## config.mk

```make
export PLATFORM = sky130hd
export DESIGN_NAME = card_shoe_flat
export DESIGN_NICKNAME = d
export VERILOG_FILES = /design/src/rtl/card_pkg.sv /design/src/rtl/card_shoe_if.sv /design/src/rtl/shoe_lfsr.sv /design/src/rtl/card_shoe.sv /design/src/flat_wrapper.sv
export SDC_FILE = /design/constraint.sdc
export NUM_CORES = 1
export LEC_CHECK = 0
export ABC_AREA = 1
export CELL_PAD_IN_SITES_DETAIL_PLACEMENT = 1
export CELL_PAD_IN_SITES_GLOBAL_PLACEMENT = 1
export CORE_UTILIZATION = 41
export CTS_BUF_LIST = sky130_fd_sc_hd__clkbuf_4
export CTS_CLUSTER_DIAMETER = 30
export DETAILED_ROUTE_END_ITERATION = 16
export GPL_TIMING_DRIVEN = 0
export PLACE_DENSITY_LB_ADDON = 0.1
export SYNTH_ARGS = -nofsm -noshare
export SYNTH_HDL_FRONTEND = slang
export SYNTH_HIERARCHICAL = 1
export SYNTH_SLANG_ARGS = --single-unit
```

## constraint.sdc

```tcl
create_clock -name clk_i -period 9.2 [get_ports clk_i]
set_input_delay 1.38 -clock clk_i [delete_from_list [all_inputs] [get_ports clk_i]]
set_output_delay 1.38 -clock clk_i [all_outputs]
set_load 0.03 [all_outputs]
```

## src/rtl/card_pkg.sv

```systemverilog
// Shared types and constants for the 52-card shoe: rank encoding, deck size, LFSR taps.
package card_pkg;

  typedef logic [3:0] card_t;

  localparam card_t       RANK_ACE  = 4'd1;
  localparam card_t       RANK_KING = 4'd13;
  localparam int unsigned NUM_RANKS = int'(RANK_KING) - int'(RANK_ACE) + 1;
  localparam int unsigned DECK_SIZE = 52;
  localparam logic [15:0] LFSR_TAPS = 16'hB400;

  typedef enum logic {DEAL, SHUF} shoe_state_t;

  // Rank held at deck position k in a freshly ordered shoe.
  function automatic card_t init_rank(input int unsigned k);
    return card_t'(int'(RANK_ACE) + int'(k % NUM_RANKS));
  endfunction

  // Galois, right-shifting step.
  function automatic logic [15:0] lfsr_next(input logic [15:0] l);
    return (l >> 1) ^ (l[0] ? LFSR_TAPS : 16'h0000);
  endfunction

endpackage

```

## src/rtl/card_shoe_if.sv

```systemverilog
// Controller-facing bundle of the card shoe: shuffle request, card handshake and status.
interface card_shoe_if;
  import card_pkg::*;

  logic [15:0] seed;
  logic        shuffle;
  logic        busy;
  logic        card_valid;
  logic        card_ready;
  card_t       card;
  logic [5:0]  remaining;
  logic        empty;
  logic        cut_reached;

  modport master (
    output seed, shuffle, card_ready,
    input  busy, card_valid, card, remaining, empty, cut_reached
  );

  modport slave (
    input  seed, shuffle, card_ready,
    output busy, card_valid, card, remaining, empty, cut_reached
  );

endinterface

```

## src/rtl/shoe_lfsr.sv

```systemverilog
// 16-bit Galois LFSR that drives shuffle index selection; load takes priority over step.
module shoe_lfsr
  import card_pkg::*;
#(
  parameter logic [15:0] ResetValue = 16'hACE1
) (
  input  logic        clk_i,
  input  logic        rst_i,
  input  logic        load_i,
  input  logic [15:0] load_value_i,
  input  logic        step_i,
  output logic [15:0] value_o
);

  logic [15:0] lfsr_q, lfsr_d;

  always_comb begin
    lfsr_d = lfsr_q;
    if (load_i) begin
      lfsr_d = load_value_i;
    end else if (step_i) begin
      lfsr_d = lfsr_next(lfsr_q);
    end
  end

  always_ff @(posedge clk_i or posedge rst_i) begin
    if (rst_i) begin
      lfsr_q <= ResetValue;
    end else begin
      lfsr_q <= lfsr_d;
    end
  end

  assign value_o = lfsr_q;

endmodule

```

## src/rtl/card_shoe.sv

```systemverilog
// 52-card shoe: Fisher-Yates shuffle with rejection sampling, deals one card per handshake.
// Optional cut-card flag built only when CARD_SHOE_CUT_CARD_EN is defined.
module card_shoe
  import card_pkg::*;
#(
  parameter logic [15:0] SEED_DEFAULT = 16'hACE1,
  parameter int unsigned CUT_DEPTH    = 6
) (
  input  logic        clk_i,
  input  logic        rst_i,
  card_shoe_if.slave  bus
);

  shoe_state_t state_q, state_d;
  card_t       deck_q [DECK_SIZE];
  card_t       deck_d [DECK_SIZE];
  logic [5:0]  top_q, top_d;
  logic [5:0]  idx_q, idx_d;

  logic [15:0] lfsr_value;
  logic [15:0] lfsr_load_value;
  logic        lfsr_load;
  logic        lfsr_step;
  logic [5:0]  pick;
  logic        at_end;
  logic        card_valid;
  logic        busy;
  logic [5:0]  remaining;

  shoe_lfsr #(
    .ResetValue (SEED_DEFAULT)
  ) u_lfsr (
    .clk_i        (clk_i),
    .rst_i        (rst_i),
    .load_i       (lfsr_load),
    .load_value_i (lfsr_load_value),
    .step_i       (lfsr_step),
    .value_o      (lfsr_value)
  );

  assign pick            = lfsr_value[5:0];
  assign at_end          = (top_q == 6'(DECK_SIZE));
  assign remaining       = 6'(DECK_SIZE) - top_q;
  // An all-zero seed would lock the LFSR, so fall back to the default.
  assign lfsr_load_value = (bus.seed == 16'h0000) ? SEED_DEFAULT : bus.seed;

  always_comb begin
    state_d    = state_q;
    top_d      = top_q;
    idx_d      = idx_q;
    deck_d     = deck_q;
    lfsr_load  = 1'b0;
    lfsr_step  = 1'b0;
    card_valid = 1'b0;
    busy       = 1'b0;
    unique case (state_q)
      DEAL: begin
        card_valid = !at_end && !bus.shuffle;
        if (bus.shuffle) begin
          lfsr_load = 1'b1;
          top_d     = '0;
          idx_d     = 6'(DECK_SIZE - 1);
          state_d   = SHUF;
        end else if (card_valid && bus.card_ready) begin
          top_d = top_q + 6'd1;
        end
      end
      SHUF: begin
        busy      = 1'b1;
        lfsr_step = 1'b1;
        // Picks beyond the current index are rejected so every slot stays equally likely.
        if (pick <= idx_q) begin
          deck_d[idx_q] = deck_q[pick];
          deck_d[pick]  = deck_q[idx_q];
          if (idx_q == 6'd1) begin
            state_d = DEAL;
          end else begin
            idx_d = idx_q - 6'd1;
          end
        end
      end
    endcase
  end

  always_ff @(posedge clk_i or posedge rst_i) begin
    if (rst_i) begin
      state_q <= DEAL;
      top_q   <= '0;
      idx_q   <= 6'(DECK_SIZE - 1);
      for (int k = 0; k < DECK_SIZE; k++) begin
        deck_q[k] <= init_rank(k);
      end
    end else begin
      state_q <= state_d;
      top_q   <= top_d;
      idx_q   <= idx_d;
      deck_q  <= deck_d;
    end
  end

  assign bus.busy       = busy;
  assign bus.card_valid = card_valid;
  assign bus.card       = card_valid ? deck_q[top_q] : '0;
  assign bus.remaining  = remaining;
  assign bus.empty      = (remaining == 6'd0) && !busy;

`ifdef CARD_SHOE_CUT_CARD_EN
  assign bus.cut_reached = (state_q == DEAL) && (remaining <= 6'(CUT_DEPTH));
`else
  logic unused_cut_depth;
  assign unused_cut_depth = ^CUT_DEPTH;
  assign bus.cut_reached  = 1'b0;
`endif

  logic unused_lfsr_hi;
  assign unused_lfsr_hi = ^lfsr_value[15:6];

endmodule

```

## src/flat_wrapper.sv

```systemverilog
// flat-port wrapper written by rule: the top's interface ports become plain ports
module card_shoe_flat import card_pkg::*;
#(
  parameter logic [15:0] SEED_DEFAULT = 16'hACE1,
  parameter int unsigned CUT_DEPTH    = 6
)
  (clk_i, rst_i, bus_seed, bus_shuffle, bus_card_ready, bus_busy, bus_card_valid, bus_card, bus_remaining, bus_empty, bus_cut_reached);
  card_shoe_if bus_i ();
  input  logic clk_i;
  input  logic rst_i;
  input wire logic [$bits(bus_i.seed)-1:0] bus_seed;
  input wire logic [$bits(bus_i.shuffle)-1:0] bus_shuffle;
  input wire logic [$bits(bus_i.card_ready)-1:0] bus_card_ready;
  output wire logic [$bits(bus_i.busy)-1:0] bus_busy;
  output wire logic [$bits(bus_i.card_valid)-1:0] bus_card_valid;
  output wire logic [$bits(bus_i.card)-1:0] bus_card;
  output wire logic [$bits(bus_i.remaining)-1:0] bus_remaining;
  output wire logic [$bits(bus_i.empty)-1:0] bus_empty;
  output wire logic [$bits(bus_i.cut_reached)-1:0] bus_cut_reached;
  assign bus_i.seed = bus_seed;
  assign bus_i.shuffle = bus_shuffle;
  assign bus_i.card_ready = bus_card_ready;
  assign bus_busy = bus_i.busy;
  assign bus_card_valid = bus_i.card_valid;
  assign bus_card = bus_i.card;
  assign bus_remaining = bus_i.remaining;
  assign bus_empty = bus_i.empty;
  assign bus_cut_reached = bus_i.cut_reached;
  card_shoe #(.SEED_DEFAULT(SEED_DEFAULT), .CUT_DEPTH(CUT_DEPTH)) u_core (.clk_i(clk_i), .rst_i(rst_i), .bus(bus_i));
endmodule
```

-- Yosys cells after proc, flatten, opt, wreduce, memory -nomap -nowiden
Cells that the tools add are included.
- output and inout port bits: 14
- flip-flop bits (word level): 237
- input port bits: 20
- logic and storage cells: 123
- add/subtract/negate cells: 3
- equal/unequal tests: 5
- muxes and demuxes: 33
- bitwise logic cells: 5
- order comparisons: 6
- reductions and logical operators: 15
- operators by type and width (cell ; count):
    208-bit bitwise mux ; 2
    4-bit binary-select mux with 6-bit select ; 3
    16-bit two-way mux ; 4
    4-bit demux with 6-bit select ; 2
    4-bit two-way mux ; 9
    6-bit two-way mux ; 5
    7-bit >= comparator, second input constant ; 3
    6-bit inverter with 7-bit output ; 3
    16-bit zero test ; 1
    15-bit by 16-bit XOR with 16-bit output ; 1
    7-bit by 1-bit less-than comparator with 1-bit output, second input constant ; 2
    6-bit case mux with 2 select lines ; 1
    6-bit by 1-bit adder with 6-bit output, second input constant ; 1
    6-bit by 1-bit == test with 1-bit output, second input constant ; 1
    6-bit == test, second input constant ; 1
    6-bit less-or-equal comparator ; 1
    6-bit zero test ; 1
    1-bit two-way mux ; 6
    2-bit inequality test, second input constant ; 3
    6-bit by 1-bit subtractor with 6-bit output, second input constant ; 1
    6-bit subtractor, first input constant ; 1
    1-bit logical AND ; 5
    2-bit AND reduction ; 2
    2-bit nonzero test ; 2
    other kinds (4) ; 6

-- Logic depth before layout (Yosys ltp)
Gate-level depths: netlist of run 1.
- depth after elaboration: 7
- depth in mapped cells: 16

-- Modules after synthesis
The synthesis of run 1 kept the hierarchy.
- by module, submodules not included (module ; cells each ; instances ; sequential area each (µm²) ; area each (µm²)):
    card_shoe ; 3442 ; 1 ; 5660.4 ; 19381.1
    shoe_lfsr ; 101 ; 1 ; 410.4 ; 788.3

-- Worst setup path before layout of run 1
No wires, ideal clock.
- kind: input port to output port
- start: input bus_shuffle
- end: output bus_card[0]
- buffers on the path: 0
- slack: 4.916 ns
- cell stages on the path: 3
- arrival: 2.904 ns
- path through: nor3_1 nand2_1 nor2_1
- word-level cells in the longest chain between the ends: 4
- RTL lines (element ; line ; source):
    start, declared ; flat_wrapper.sv:12 ; input wire logic [$bits(bus_i.shuffle)-1:0] bus_shuffle;
    1-bit zero test ; card_shoe.sv:58 ; card_valid = !at_end && !bus.shuffle;
    1-bit logical AND ; card_shoe.sv:58 ;
    1-bit two-way mux ; card_shoe.sv:56 ; unique case (state_q)
    4-bit two-way mux ; card_shoe.sv:103 ; assign bus.card = card_valid ? deck_q[top_q] : '0;
    end, declared ; flat_wrapper.sv:16 ; output wire logic [$bits(bus_i.card)-1:0] bus_card;
No other way between the ends.

-- Worst setup path after layout of run 1
- start: register u_core.top_q[1]
- end: output bus_card[3]
- word-level cells in the longest chain between the ends: 5
- RTL lines (element ; line ; source):
    start, declared ; card_shoe.sv:17 ; logic [5:0] top_q, top_d;
    start signal, assigned ; card_shoe.sv:95 ; top_q <= top_d;
    6-bit inverter with 7-bit output (implied by the code) or 6-bit == test (tied branches) ; card_shoe.sv:103, card_shoe.sv:42 ;
    4-bit binary-select mux with 6-bit select or 1-bit zero test (tied branches) ; card_shoe.sv:103, card_shoe.sv:58 ;
    4-bit two-way mux (implied by the code) or 1-bit logical AND (tied branches) ; card_shoe.sv:103, card_shoe.sv:58 ;
    4-bit two-way mux (implied by the code) or 1-bit two-way mux (tied branches) ; card_shoe.sv:103, card_shoe.sv:56 ;
    4-bit two-way mux * ; card_shoe.sv:103 ;
Every way passes the cells marked *; elsewhere a longest branch is shown, timed or not. The select of a mux whose other input is x is not followed.

==> flow_summary_export.csv, run 1 <==
group,metric,value,unit
logic_synthesis,synth-simple-area-share,47.43,%
layout,area_growth,11.01,%
logic_synthesis,synth_area_leaders,"nand2_1 (34%), dfrtp_1 (16%), dfstp_2 (15%)",
drt,top_layer_used,"met5",
timing,finalMaxSlewViolations,0,
run,cap_violations,0,
logic_synthesis,synth_cell_type_count,34,
layout,drive_gt1_share,12.67,%
logic_synthesis,synth_top_family_by_area,"simple AND/OR/NAND/NOR gates",
worst_setup_path,end_kind,"output port",
logic_synthesis,syn-instance-count,3543,
timing,post-route-min-period,6857,ps
hold_path,hold_path_class,"reg2reg",
drt,dr_wl_met2,52.61,mm
worst_setup_path,r2r-start,"u_core/u_lfsr/value_o[0]",
worst_setup_path,crit_type,"reg2out",
logic_synthesis,synth_compound_area_share,10.27,%
worst_setup_path,arrival,5480,ps
drt,wl_met3,16.47,mm
clocking,clk_pin_slew,60,ps
hold_path,min_from,"u_core/deck_q[25]",
timing,clock-skew-final,58.46,ps
drt,routed_wirelength,129.6,mm
worst_setup_path,r2r-end,"u_core/deck_q[35]",
grt,grt_pass1_wl,183.6,mm
worst_setup_path,r2r_slack,4580,ps
power,irDropWorstVdd,0.2594,mV
drt,final_antenna_net_count,0,
power,finalPower,9.006,mW
clocking,post_cts_resized,0,
clocking,cts_hold_buf,0,
logic_synthesis,yosysSeqAreaShare,30.10,%
timing,worst_pin_slew,1442,ps
worst_setup_path,required,7820,ps
drt,vias_per_cell,6.104,
floorplanning,start_util,41.89,%
logic_synthesis,syn_area,0.02017,mm2
worst_setup_path,r2r_cells,16,
floorplanning,dieHeight,223.8,um
clocking,post_cts_buffers,0,
floorplanning,die_x,223.8,um
clocking,numCtsBuffers,80,
layout,final_nets,3689,
grt,grt_use_total,51.59,%
placement,hpwlAfterDp,94.35,mm
logic_synthesis,synth_top_area_share,34.35,%
layout,final_cells,4384,
worst_setup_path,start_kind,"register",
power,leakagePower,12.16,nW
worst_setup_path,critPathMaxFanout,11,
floorplanning,die_area,0.05008,mm2
timing,fmax,145.8,MHz
logic_synthesis,yosysWarnings,6,
placement,io_buffers,32,
clocking,clk_latency,870,ps
logic_synthesis,syn-num-nets,3574,
placement,routabilityCongestion,1.125,
clocking,root_buffer,"clkbuf_4",
timing,setup_viol,0,
drt,drtIter0Drc,2963,
drt,vias,26760,
placement,dp_cells,4232,
timing,hold_violations,0,
hold_path,whs_path_depth,2,
drt,drcViolationCount,0,
clocking,clock-sinks,237,
layout,stdcell_area,0.02239,mm2
logic_synthesis,yosys.area.top_type,"nand2_1",
outcome,status,"completed",
logic_synthesis,syn_area_per_cell,5.693,um2
drt,dr.pass1.iters,6,
timing,fin_crit_sh,74.53,%
timing,grt_setup_unrepaired,"no",
logic_synthesis,synthAdderAreaFrac,0.6824,%
drt,wl_per_cell,29.57,um
grt,grt_pass1_vias,26870,
logic_synthesis,ys_seq_elements,237,
floorplanning,pin_count,34,
logic_synthesis,synth-xor-area-share,0.3474,%
grt,grt_max_degree,122,
grt,antenna_found_initial,6,
drt,wl_met1,47.95,mm
floorplanning,rows,80,
clocking,h-tree-depth,3,
power,p_per_area,402.2,mW/mm2
floorplanning,coreArea,0.04815,mm2
logic_synthesis,synth_mux_area_share,0,%
clocking,cts_tree,"done",
hold_path,min_delay_worst_endpoint,"u_core/deck_q[25]",
grt,gr-total-overflow,0,
timing,slew_headroom,3.865,%
placement,dpl_cell_area,0.02135,mm2
clocking,cts_buffer_depth,3,
## logic make-up (layout without fill, tap and decap cells)
| logic type | after synthesis | count (layout) |
|---|---|---|
| AO/OA/AOI/OAI | 390 | 390 |
| other | 1 | 4 |
| flip-flops | 237 | 237 |
| AND/OR/NAND/NOR | 2368 | 2368 |
| XOR/XNOR | 8 | 8 |
| adder cells (fa/ha/maj) | 11 | 11 |
| buffers and inverters | 528 | 710 |
## cell usage in the layout, fill, tap and decap left out, drive strengths merged
| cell | instances |
|---|---|
| clkinv | 31 |
| o21bai | 1 |
| nand3b | 1 |
| nor4 | 5 |
| o211ai | 43 |
| bufinv | 1 |
| conb | 1 |
| clkdlybuf4s50 | 32 |
| ha | 11 |
| clkbuf | 168 |
| dfstp | 112 |
| nand2 | 1856 |
| buf | 124 |
| dfrtp | 125 |
| xor2 | 7 |
| nand3 | 229 |
| o21ai | 218 |
| xnor2 | 1 |
| nor2 | 196 |
| nand4 | 7 |
| a22oi | 1 |
| o2111ai | 2 |
| inv | 352 |
| diode | 3 |
| or2 | 3 |
| nor3 | 71 |
| clkinvlp | 2 |
| a21oi | 125 |
## per-layer routing
metal  vias up  track usage [%]
li1      11260                -
met1     12940            60.94
met2      1892            75.29
met3       662            18.15
met4         2            42.44
met5         -                0
## sequential cells by signal, summed over array words and instances, names as in the netlist
register and flops:
u_core/deck_q 208, u_core/state_q 1, u_core/idx_q 6, u_core/top_q 6, u_core/u_lfsr/value_o 16
## area by class of cell
cell class              instances  area, um2
clock inverters                35      176.4
diodes                          3      7.507
fillers                      6853      25760
multi-input cells            2778      11860
clock buffers                 114      855.8
inverters                     351       1325
repair buffers                 33      347.8
flip-flops and latches        237       6071
well taps                     656      820.8
plain buffers                 177      930.9
## Yosys cell counts, drive strengths merged
cell and instances:
nand3b 1, o2111ai 2, o21ai 218, nand2 1856, o211ai 43, clkinv 1
conb 1, o21bai 1, xnor2 1, buf 123, nand3 229, nor2 196
a21oi 125, inv 350, nand4 7, dfstp 112, clkbuf 54, a22oi 1
or2 3, nor3 71, ha 11, nor4 5, xor2 7, dfrtp 125
## per-stage QoR
stage | TNS [ps] | hold WS, ps | utilization [%] | setup WS, ps
finish | 0 | 470.9 | 46.50 | 2343
global route | 0 | 484.5 | 46.49 | 2294
CTS | 0 | 468.6 | 46.49 | 2526
detailed placement | 0 | 457.6 | 44.35 | 3483
global placement | -137110 | 456.1 | 44.26 | -1212
floorplan | 0 | 447.4 | - | 1943
## worst max-delay path by stage
stage | start | to | slack, ps
after detailed placement | u_core/top_q[1] | bus_card[1] | 3480
after global placement | rst_i | u_core/deck_q[137] | -1210
after CTS | u_core/top_q[1] | bus_card[1] | 2530
final | u_core/top_q[1] | bus_card[3] | 2340
after global routing | u_core/top_q[1] | bus_card[1] | 2290
after floorplan | rst_i | u_core/deck_q[101] | 1940
## report_power, final
group | leakage [nW] | switching (mW) | total [mW] | internal [mW]
registers | 2.86 | 0.199 | 1.46 | 1.26
logic | 8.68 | 5.18 | 6.37 | 1.20
clock network | 0.616 | 0.567 | 1.17 | 0.603
total | 12.2 | 5.94 | 9.01 | 3.06
## critical path, cell delays in order (launching register included)
cell	delay [ps]
dfrtp_1	370
clkbuf_1	560
clkinv_1	630
clkbuf_1	690
ha_1	480
nand3_1	100
nor3_1	60
nor3_1	660
nand2_1	130
nor2_1	210
clkdlybuf4s50_1	710
(Power assumes the default switching activity.)
==> run 2: changes to the inputs <==
- clock period: 9.2 -> 6.8 ns (I/O delays scaled with it)
==> flow_summary_export.csv, run 2 (synthesis results as in run 1) <==
group,metric,value,unit
drt,routed_wirelength,132.0,mm
layout,finish.utilization,46.86,%
worst_setup_path,r2r-start,"u_core/top_q[1]",
clocking,clk_latency,890,ps
clocking,cts_buffer_depth,3,
floorplanning,dieHeight,223.8,um
hold_path,min_delay_worst_endpoint,"u_core/deck_q[196]",
hold_path,hold_path_class,"reg2reg",
placement,io_buffers,32,
worst_setup_path,end_kind,"output port",
clocking,cts_tree,"done",
clocking,h-tree-depth,3,
power,leakagePower,12.23,nW
floorplanning,coreArea,0.04815,mm2
clocking,post_cts_buffers,0,
timing,fin_setup_tns,0,ps
timing,slew_headroom,-4.778,%
power,finalPower,12.49,mW
hold_path,whs_path_depth,2,
clocking,post_cts_resized,0,
grt,antenna_found_initial,11,
drt,vias,27010,
worst_setup_path,r2r-end,"u_core/top_q[3]",
timing,hold_violations,0,
power,p_per_area,553.4,mW/mm2
worst_setup_path,critPathMaxFanout,11,
layout,final_nets,3694,
layout,final_cell_mix,"nand2_1 (1846), inv_1 (305), nand3_1 (229), o21ai_0 (170), nor2_1 (160)",
worst_setup_path,slowest_delay,720,ps
clocking,numCtsBuffers,79,
layout,area_growth,11.87,%
layout,multi_input_area,0.01185,mm2
placement,post-place-ws,1448,ps
layout,ff_latch_area,0.006071,mm2
floorplanning,rows,80,
grt,grt_max_degree,43,
timing,setup_viol,0,
grt,gr-total-overflow,0,
timing,worst_pin_slew,1560,ps
timing,clock-skew-final,89.96,ps
drt,dr.pass1.iters,6,
timing,finalMaxSlewViolations,4,
layout,layout_commonest_cell,"nand2_1",
drt,wl_per_cell,30.08,um
outcome,status,"finished with violations",
worst_setup_path,crit_type,"reg2out",
grt,grt_use_total,52.64,%
timing,fmax,153.4,MHz
worst_setup_path,required,5780,ps
layout,largest_register_ffs,208,
drt,drcViolationCount,0,
floorplanning,pin_count,34,
layout,top_register,"u_core/deck_q",
worst_setup_path,crit_chain,"clkbuf_1 > clkinv_1 > clkbuf_1 > ha_1 > nand3_1 > nor3_1 > nor3_1 > nand2_1 > nor2_1 > clkdlybuf4s50_1",
drt,final_antenna_net_count,0,
clocking,root_buffer,"clkbuf_4",
worst_setup_path,start_kind,"register",
grt,grt_pass1_vias,26960,
layout,fill_cells,6845,
floorplanning,die_x,223.8,um
worst_setup_path,crit_slowest_cell,"clkdlybuf4s50_1",
timing,setup_slack,279.2,ps
power,irDropWorstVdd,0.3794,mV
worst_setup_path,r2r_slack,2270,ps
hold_path,min_from,"u_core/deck_q[196]",
clocking,cts_hold_buf,0,
placement,routabilityCongestion,1.161,
drt,vias_per_cell,6.154,
timing,holdWs,470.0,ps
timing,fin_crit_sh,95.89,%
timing,post-route-min-period,6521,ps
layout,drive_gt1_share,12.73,%
clocking,clk_pin_slew,60,ps
worst_setup_path,r2r_cells,12,
clocking,clock-sinks,237,
drt,drtIter0Drc,3362,
floorplanning,die_area,0.05008,mm2
placement,hpwlAfterDp,93.59,mm
worst_setup_path,arrival,5500,ps
grt,grt_pass1_wl,186.3,mm
floorplanning,start_util,41.89,%
run,cap_violations,1,
timing,grt_setup_unrepaired,"no",
outcome,violations,"max-capacitance violations, max-slew violations",
[run 2: stage by stage]
stage / instances / area, um2
global route: 4382 / 22550
CTS: 4379 / 22530
detailed placement: 4237 / 21430
finish: 4389 / 22560
floorplan: 3543 / 20170
global placement: 4231 / 21310
[run 2: area by class of cell]
class / instances / share of cell area (%)
clock buffer: 115 / 3.826
inverter: 351 / 5.856
tap: 656 / 3.638
buffer: 177 / 4.126
antenna: 9 / 0.09982
timing repair buffer: 39 / 1.985
sequential: 237 / 26.91
clock inverter: 27 / 1.043
multi-input combinational: 2778 / 52.52
[run 2: worst max-delay path by stage]
stage                    start                 to  slack, ps  depth (start not counted)
5_1_grt        u_core/top_q[1]        bus_card[0]        220                         10
6_report       u_core/top_q[1]        bus_card[0]        280                         10
3_5_place_dp   u_core/top_q[1]        bus_card[0]       1450                         10
2_1_floorplan  u_core/top_q[1]        bus_card[0]       2920                          9
3_3_place_gp             rst_i  u_core/deck_q[74]       1020                          2
4_1_cts        u_core/top_q[1]        bus_card[0]        500                         10
[run 2: worst max-delay path, delay by kind of cell (launching register included)]
| family | cells | cell delay (ps) |
|---|---|---|
| flops | 1 | 380 |
| buf+inv | 4 | 2630 |
| simple gates | 5 | 1190 |
| fa+ha+maj | 1 | 440 |
[run 2: routing by layer]
metal	wire length, um	part of all wire (%)	GRT usage [%]
met1	48040	36	61.96
met2	53090	40	75.27
met3	18560	14	21.09
met4	12260	9.3	42.95
met5	68	0.052	0.4888
[run 2: report_power, final]
part	internal [mW]	switching, mW
registers	1.71	0.254
clock network	0.964	0.764
logic	1.63	7.17
total	4.30	8.18
